**src/rtl/instr_loader.sv**
```systemverilog
// Boot-time instruction loader: receives a length-prefixed, XOR-checksummed
// program over a byte stream (typically a UART receiver) and writes it word by
// word into instruction memory starting at BASE_ADDR.
//
// Stream layout: 4-byte little-endian word count N, then N little-endian
// 32-bit words, then one checksum byte equal to the XOR of all payload bytes.
module instr_loader #(
    parameter logic [31:0] BASE_ADDR = 32'h0000_0000,
    parameter int unsigned MAX_WORDS = 16384
) (
    input  logic        clk,
    input  logic        rst,
    input  logic        rx_valid,
    input  logic [7:0]  rx_data,
    output logic        rx_ready,
    output logic        imem_we,
    output logic [31:0] imem_addr,
    output logic [31:0] imem_wdata,
    output logic        busy,
    output logic        done,
    output logic        err
);

    typedef enum logic [2:0] {
        LEN,
        DATA,
        CSUM,
        DONE,
        ERR
    } state_t;

    state_t      state_q;
    logic [1:0]  byte_cnt_q;
    logic [31:0] word_idx_q;
    logic [31:0] len_q;
    logic [31:0] asm_q;
    logic [31:0] asm_d;
    logic [7:0]  csum_q;
    logic        we_q;
    logic [31:0] addr_q;
    logic [31:0] wdata_q;
    logic        done_q;
    logic        err_q;

    logic        active;
    logic        accept;
    logic        last_word;

    // Ready depends only on state and reset, never on rx_valid, so the
    // receiver side cannot form a combinational loop through us.
    assign active    = (state_q == LEN) || (state_q == DATA) || (state_q == CSUM);
    assign rx_ready  = active && !rst;
    assign busy      = active && !rst;
    assign accept    = rx_valid && rx_ready;
    assign last_word = (word_idx_q == (len_q - 32'd1));

    assign imem_we    = we_q;
    assign imem_addr  = addr_q;
    assign imem_wdata = wdata_q;
    assign done       = done_q;
    assign err        = err_q;

    // Drop the incoming byte into the lane selected by the byte counter.
    always_comb begin
        asm_d = asm_q;
        asm_d[{byte_cnt_q, 3'b000} +: 8] = rx_data;
    end

    // Loader FSM with its datapath; the write strobe is a registered one-cycle
    // pulse issued the cycle after a word's last byte, and reset cancels it.
    always_ff @(posedge clk) begin
        if (rst) begin
            state_q    <= LEN;
            byte_cnt_q <= 2'd0;
            word_idx_q <= 32'd0;
            len_q      <= 32'd0;
            asm_q      <= 32'd0;
            csum_q     <= 8'd0;
            we_q       <= 1'b0;
            addr_q     <= BASE_ADDR;
            wdata_q    <= 32'd0;
            done_q     <= 1'b0;
            err_q      <= 1'b0;
        end else begin
            we_q <= 1'b0;
            if (accept) begin
                byte_cnt_q <= byte_cnt_q + 2'd1;
                asm_q      <= asm_d;
                unique case (state_q)
                    LEN: begin
                        if (byte_cnt_q == 2'd3) begin
                            len_q <= asm_d;
                            if (asm_d > MAX_WORDS) begin
                                state_q <= ERR;
                                err_q   <= 1'b1;
                            end else if (asm_d == 32'd0) begin
                                state_q <= CSUM;
                            end else begin
                                state_q <= DATA;
                            end
                        end
                    end
                    DATA: begin
                        csum_q <= csum_q ^ rx_data;
                        if (byte_cnt_q == 2'd3) begin
                            we_q       <= 1'b1;
                            addr_q     <= BASE_ADDR + {word_idx_q[29:0], 2'b00};
                            wdata_q    <= asm_d;
                            word_idx_q <= word_idx_q + 32'd1;
                            if (last_word) begin
                                state_q <= CSUM;
                            end
                        end
                    end
                    CSUM: begin
                        if (rx_data == csum_q) begin
                            state_q <= DONE;
                            done_q  <= 1'b1;
                        end else begin
                            state_q <= ERR;
                            err_q   <= 1'b1;
                        end
                    end
                    default: begin
                    end
                endcase
            end
        end
    end

endmodule

```
**config.mk**
```make
export PLATFORM = sky130hd
export DESIGN_NAME = instr_loader
export DESIGN_NICKNAME = d
export VERILOG_FILES = /design/src/rtl/instr_loader.sv
export SDC_FILE = /design/constraint.sdc
export NUM_CORES = 1
export LEC_CHECK = 0
export ABC_AREA = 0
export CAP_MARGIN = 10
export CORE_UTILIZATION = 45
export CTS_CLUSTER_SIZE = 14
export DETAILED_ROUTE_END_ITERATION = 7
export PLACE_DENSITY = 0.68
export RECOVER_POWER = 25
export SYNTH_ARGS = -nofsm -noshare
export SYNTH_HDL_FRONTEND = slang
export SYNTH_SLANG_ARGS = --single-unit
```
**constraint.sdc**
```tcl
create_clock -name clk -period 4.75 [get_ports clk]
set_input_delay 0.95 -clock clk [delete_from_list [all_inputs] [get_ports clk]]
set_output_delay 0.95 -clock clk [all_outputs]
set_load 0.01 [all_outputs]
```
### Word level (Yosys, flattened, before mapping)

Index checks and enable logic that the tools add are counted.

| cells by class | value |
|---|---|
| order comparisons | 1 |
| multiplexer cells | 13 |
| bitwise logic cells | 3 |
| add/subtract/negate cells | 4 |
| multipliers | 0 |
| divide/modulo/power cells | 0 |
| reductions and logical operators | 16 |
| shifts and indexed selects | 2 |
| eq/ne operators | 10 |

Operator list:

| kind | count |
|---|---|
| adder 32 x 1 -> 32 bit (second input constant) | 1 |
| bitwise mux 32 bit | 1 |
| equality test 32 bit | 1 |
| > comparator 32 x 15 -> 1 bit (second input constant) | 1 |
| logical NOT 32 bit | 1 |
| variable shift 8 x 7 -> 32 bit (first input constant) | 1 |
| variable part select 8 x 7 -> 32 bit | 1 |
| subtractor 32 x 1 -> 32 bit (second input constant) | 1 |
| two-way mux 3 bit | 5 |
| AND reduction 5 bit | 2 |
| one-hot mux 3 bit (3 select lines) | 1 |
| AND reduction 3 bit | 3 |
| equality test 8 bit | 1 |
| XOR 8 bit | 1 |
| negator 5 -> 7 bit | 1 |
| inequality test 2 x 1 -> 1 bit (second input constant) | 3 |
| two-way mux 1 bit | 4 |
| inequality test 2 bit (second input constant) | 2 |
| equality test 3 x 1 -> 1 bit (second input constant) | 1 |
| equality test 3 x 2 -> 1 bit (second input constant) | 1 |
| logical NOT 3 bit | 1 |
| nonzero test 3 bit | 1 |
| OR reduction 3 bit | 1 |
| adder 2 x 1 -> 2 bit (second input constant) | 1 |
| 9 further kinds | 12 |

| word-level totals | value |
|---|---|
| bits in latches | 0 |
| memories | 0 |
| logic and storage cells | 60 |
| register bits after elaboration | 174 |
| bits in read-only memories | 0 |
| input bits | 11 |
| RAM bits | 0 |

### Longest topological paths before layout

| logic depth | value |
|---|---|
| word-level depth | 8 |
| mapped depth | 10 |
| depth with buffers taken out | 9 |

### Worst setup path before layout

No wires, ideal clock.

| timing path | value |
|---|---|
| path type | flip-flop to flip-flop |
| start point | register len_q[0] |
| end point | register state_q[0] |
| slack | 1.646 ns |
| path buffers | 1 |
| stages on the path, launching flop included | 11 |
| library setup time | 0.115 ns |
| arrival time | 2.989 ns |
| required time | 4.635 ns |
| cells stage by stage | dfxtp_1 > inv_1 > ha_1 > nor3b_1 > or4b_2 > clkbuf_1 > a2111o_1 > o21a_1 > a2111oi_2 > nand4_1 > o21ba_2 |

| on the way | value |
|---|---|
| longest elaborated chain between the ends | 4 |

Ends and longest elaborated chain:

| element | line | text |
|---|---|---|
| start: declaration | 35 | `logic [31:0] len_q;` |
| start signal: assignment | 92 | `len_q <= asm_d;` |
| subtractor 32 x 1 -> 32 bit | 55 | `assign last_word = (word_idx_q == (len_q - 32'd1));` |
| equality test 32 bit | 55 |  |
| inequality test 2 bit (no line) | n/a |  |
| AND reduction 5 bit (no line) | n/a |  |
| end signal: assignment | 73 | `state_q <= LEN;` |
| end signal: assignment | 94 | `state_q <= ERR;` |
| end signal: assignment | 97 | `state_q <= CSUM;` |
| end: declaration | 32 | `state_t state_q;` |

Every way passes these cells.
A chain may end at the register's enable or synchronous reset.

### Worst setup path after layout

Same ends and word-level chain as after synthesis.

==> flow_summary.html <==
<table>
<tr><th>Metric</th><th>Value</th></tr>
<tr><th colspan="2">Routing</th></tr>
<tr><td>Wire length after detailed routing</td><td>19340 um</td></tr>
<tr><td>Total via count in the routed design</td><td>slightly below 7000</td></tr>
<tr><td>Post-detailed-route count of antenna-violating nets</td><td>0</td></tr>
<tr><td>Detail-routed via count per cell</td><td>5.436</td></tr>
<tr><td>Number of iterations in the first detailed-routing pass</td><td>5</td></tr>
<tr><td>Number of DRC violations after detailed-routing iteration 0</td><td>423</td></tr>
<tr><td>Average wire length per cell after detail routing</td><td>between 15 and 20 um</td></tr>
<tr><td>DRC viols</td><td>0</td></tr>
<tr><th colspan="2">Power and ir drop</th></tr>
<tr><td>Standby leakage power</td><td>0.003487 uW</td></tr>
<tr><td>Maximum vdd drop</td><td>approximately 280 uV</td></tr>
<tr><td>P_int</td><td>2332 uW</td></tr>
<tr><td>Part of the power in combinational logic</td><td>just over 9%</td></tr>
<tr><td>Pwr dens</td><td>around 320 nW/um2</td></tr>
<tr><td>Relative contribution of sequential cells to total power</td><td>a little under half</td></tr>
<tr><td>Sw power</td><td>about 790 uW</td></tr>
<tr><td>Part of the power in the clock network</td><td>~43%</td></tr>
<tr><td>Fraction of power spent switching nets</td><td>roughly 25%</td></tr>
<tr><td>Overall power consumption</td><td>~3100 uW</td></tr>
<tr><th colspan="2">Floorplanning</th></tr>
<tr><td>I/O Pins</td><td>80</td></tr>
<tr><td>Std-Cell Core Area</td><td>17960 um2</td></tr>
<tr><td>Standard-cell rows</td><td>a little under 50</td></tr>
<tr><td>Width of the chip</td><td>~140 um</td></tr>
<tr><td>Die outline area</td><td>18850 um2</td></tr>
<tr><td>Initial cell density of the core</td><td>45.87%</td></tr>
<tr><td>Die Span Y</td><td>roughly 140 um</td></tr>
<tr><th colspan="2">Layout</th></tr>
<tr><td>Diodes inserted</td><td>0</td></tr>
<tr><td>Final nets</td><td>approximately 1000</td></tr>
<tr><td>Fraction of final layout cells with drive strength greater than 1</td><td>under 10%</td></tr>
<tr><td>Area growth from synthesis to layout</td><td>16.81%</td></tr>
<tr><td>Number of fillers in the final layout</td><td>approximately 1700</td></tr>
<tr><th colspan="2">STA</th></tr>
<tr><td>Total count of max-transition violations in the final report</td><td>0</td></tr>
<tr><td>Final-report hold violation count</td><td>0</td></tr>
<tr><td>RSZ-0062 raised after global routing</td><td>no</td></tr>
<tr><td>Smallest setup slack after layout</td><td>about 1.3 ns</td></tr>
<tr><td>Worst clock skew on the final layout</td><td>roughly 0.0076 ns</td></tr>
<tr><td>Final-layout setup total negative slack</td><td>0 ns</td></tr>
<tr><td>Shortest period the worst path allows</td><td>3.408 ns</td></tr>
<tr><td>Transition time of the tightest slew-check pin</td><td>slightly below 1 ns</td></tr>
<tr><td>Finish-stage setup viols</td><td>0</td></tr>
<tr><td>Maximum achievable frequency</td><td>293.4 MHz</td></tr>
<tr><td>Worst slew margin</td><td>around 36%</td></tr>
<tr><td>Period Utilization, post-route</td><td>a little under three quarters</td></tr>
<tr><th colspan="2">Logic synthesis</th></tr>
<tr><td>Total number of yosys warnings</td><td>0</td></tr>
<tr><td>Synth Register Bits</td><td>~170</td></tr>
<tr><td>Yosys top cell area share</td><td>between 40% and 50%</td></tr>
<tr><td>Share of synthesized area occupied by flip-flops and latches</td><td>between 40% and 50%</td></tr>
<tr><td>Most frequently used cell type in the post-synthesis netlist</td><td>dfxtp_1</td></tr>
<tr><td>Cell count after synthesis</td><td>around 1000</td></tr>
<tr><td>Cell area after synthesis</td><td>~8000 um2</td></tr>
<tr><td>Netlist cell types</td><td>59</td></tr>
<tr><td>Dominant synthesized flop cell</td><td>dfxtp_1</td></tr>
<tr><td>Number of flops mapped to enable cells by yosys</td><td>0</td></tr>
<tr><td>Largest cells by area after synthesis</td><td>dfxtp_1 42%, a211oi_1 9.1%, nor2_1 7.4%</td></tr>
<tr><td>Async S/R FF share, synth</td><td>0%</td></tr>
<tr><td>Biggest area consumer among synthesized cells</td><td>dfxtp_1</td></tr>
<tr><td>Synthesized area per cell</td><td>around 8.2 um2</td></tr>
<tr><td>Cell types with the highest counts after synthesis</td><td>174 x dfxtp_1, 162 x nor2_1, 100 x a211oi_1, 90 x nand2_1, 66 x clkbuf_1</td></tr>
<tr><th colspan="2">Clock network</th></tr>
<tr><td>Number of clock sinks seen by CTS</td><td>174</td></tr>
<tr><td>Total clock buffers created by CTS</td><td>17</td></tr>
<tr><td>Number of post-CTS setup repair buffers</td><td>0</td></tr>
<tr><td>Post-cts hold buffer count</td><td>0</td></tr>
<tr><td>Clock-pin slew on the worst setup and hold paths</td><td>around 0.070 ns</td></tr>
<tr><td>Buffer type at the clock tree root</td><td>clkbuf_16</td></tr>
<tr><td>Clock tree from TritonCTS</td><td>done</td></tr>
<tr><td>CTS H-Tree Depth</td><td>4</td></tr>
<tr><td>Post-cts sizing count</td><td>0</td></tr>
<tr><td>CTS max path bufs</td><td>2</td></tr>
<tr><td>Clock network latency to the later pin of the worst-skew pair</td><td>approximately 0.44 ns</td></tr>
<tr><th colspan="2">Worst hold path</th></tr>
<tr><td>Hold/Removal Path Class</td><td>register to register</td></tr>
<tr><td>Worst hold path depth</td><td>2</td></tr>
<tr><th colspan="2">GRT</th></tr>
<tr><td>Initial antenna violation count</td><td>0</td></tr>
<tr><td>Number of global-route vias before repair</td><td>just over 6000</td></tr>
<tr><td>Pin count of the biggest net entering global routing</td><td>between 90 and 100</td></tr>
<tr><td>GRT Total Usage</td><td>about 22%</td></tr>
<tr><td>Global-route wire length before repair</td><td>~32000 um</td></tr>
<tr><td>Overall overflow remaining after global route</td><td>0</td></tr>
<tr><th colspan="2">Worst setup path</th></tr>
<tr><td>Worst Setup Start Kind</td><td>register</td></tr>
<tr><td>Data required time of the critical path</td><td>slightly above 5 ns</td></tr>
<tr><td>Register-to-Register Path Depth</td><td>9</td></tr>
<tr><td>Category of the worst setup path capture point</td><td>register</td></tr>
<tr><td>Maximum net fanout on the critical path</td><td>10</td></tr>
<tr><td>Arrival time at the worst endpoint</td><td>roughly 3.7 ns</td></tr>
<tr><td>Critical path start-end classification</td><td>register to register</td></tr>
<tr><th colspan="2">Place</th></tr>
<tr><td>Final weighted congestion in routability-driven placement</td><td>0.8627</td></tr>
<tr><td>Post-place setup slack</td><td>around 1.2 ns</td></tr>
<tr><td>Post-DP HPWL</td><td>13320 um</td></tr>
<tr><td>Port bufs</td><td>77</td></tr>
<tr><th colspan="2">Status</th></tr>
<tr><td>Outcome</td><td>finished, final reports clean</td></tr>
<tr><th colspan="2">Job</th></tr>
<tr><td>Count of max-cap constraint violations</td><td>0</td></tr>
</table>
## metal layers
layer	part of all wire, %	GRT usage, %
met1	49	29.61
met2	46	33.36
met3	4.0	5.224
met4	1.7	6.960
met5	0	0
## through the flow
| step | hold WS, ns | cell area, um2 | util [%] | cells |
|---|---|---|---|---|
| after floorplan | 0.4643 | 8243 | - | 1000 |
| after CTS | 0.4570 | 9624 | 53.58 | 1269 |
| after detailed placement | 0.4476 | 9059 | 50.43 | 1238 |
| after global placement | 0.4424 | 9059 | 50.43 | 1238 |
| final | 0.4498 | 9624 | 53.58 | 1269 |
| after global routing | 0.4642 | 9624 | 53.58 | 1269 |
## worst max-delay path: stages (launching register included)
cell       delay [ns]
dfxtp_1          0.36
inv_1            0.07
ha_1             0.26
nor3b_1          0.63
or4b_2           0.78
a2111o_1         0.42
o21a_1           0.12
a2111oi_2        0.20
nand4_1          0.21
o21ba_2          0.26
## power by group through the flow
stage	Clock, uW	Combinational [uW]	Sequential (uW)
detailed placement	0	281	1530
global placement	0	279	1530
global route	1430	313	1500
finish	1340	283	1500
floorplan	0	209	1530
CTS	1370	282	1500
## cells by family after synthesis
group | synth area share [%]
AOI/OAI and AO/OA | 18.44
other | 0.04551
and+or+nand+nor | 24.74
adders and majority gates | 1.215
xor gates and xnor gates | 8.823
muxes | 0.1215
DFF | 42.28
buffers and inverters | 4.343
## flip-flops by register name, summed over array words and instances, names as in the netlist
| register | flops |
|---|---|
| imem_wdata | 32 |
| err | 1 |
| len_q | 32 |
| imem_we | 1 |
| state_q | 3 |
| asm_q | 32 |
| byte_cnt_q | 2 |
| word_idx_q | 32 |
| done | 1 |
| csum_q | 8 |
| imem_addr | 30 |
## worst paths after layout
check                                   start       endpoint  slack, ns
worst max-delay path                 len_q[0]     state_q[0]       1.34
worst min-delay path            imem_addr[21]  imem_addr[21]       0.45
worst min register to register  imem_addr[21]  imem_addr[21]       0.45
worst max register to register       len_q[0]     state_q[0]       1.34
## cells in the final DEF, fill, tap and decap left out, types with 13 or more instances in the layout
cell type          n
nand3_1           21
dlygate4sd3_1     60
nor3_1            13
dfxtp_1          174
xnor2_1           43
nor2_1           162
a31oi_1           27
a21oi_1           51
xor2_1            40
clkdlybuf4s50_1   16
clkbuf_16         17
nand2_1           90
a211oi_1         100
nor2b_1           43
nor4_1            14
## cell type report
cell class	instances	area, um2	area share, %
tap	229	286.5	2.977
multi-input combinational	737	4404	45.76
sequential	174	3483	36.19
clock inverter	12	112.6	1.170
inverter	11	41.29	0.4290
clock buffer	19	452.9	4.706
timing repair buffer	87	843.3	8.762
(Power assumes the default switching activity.)
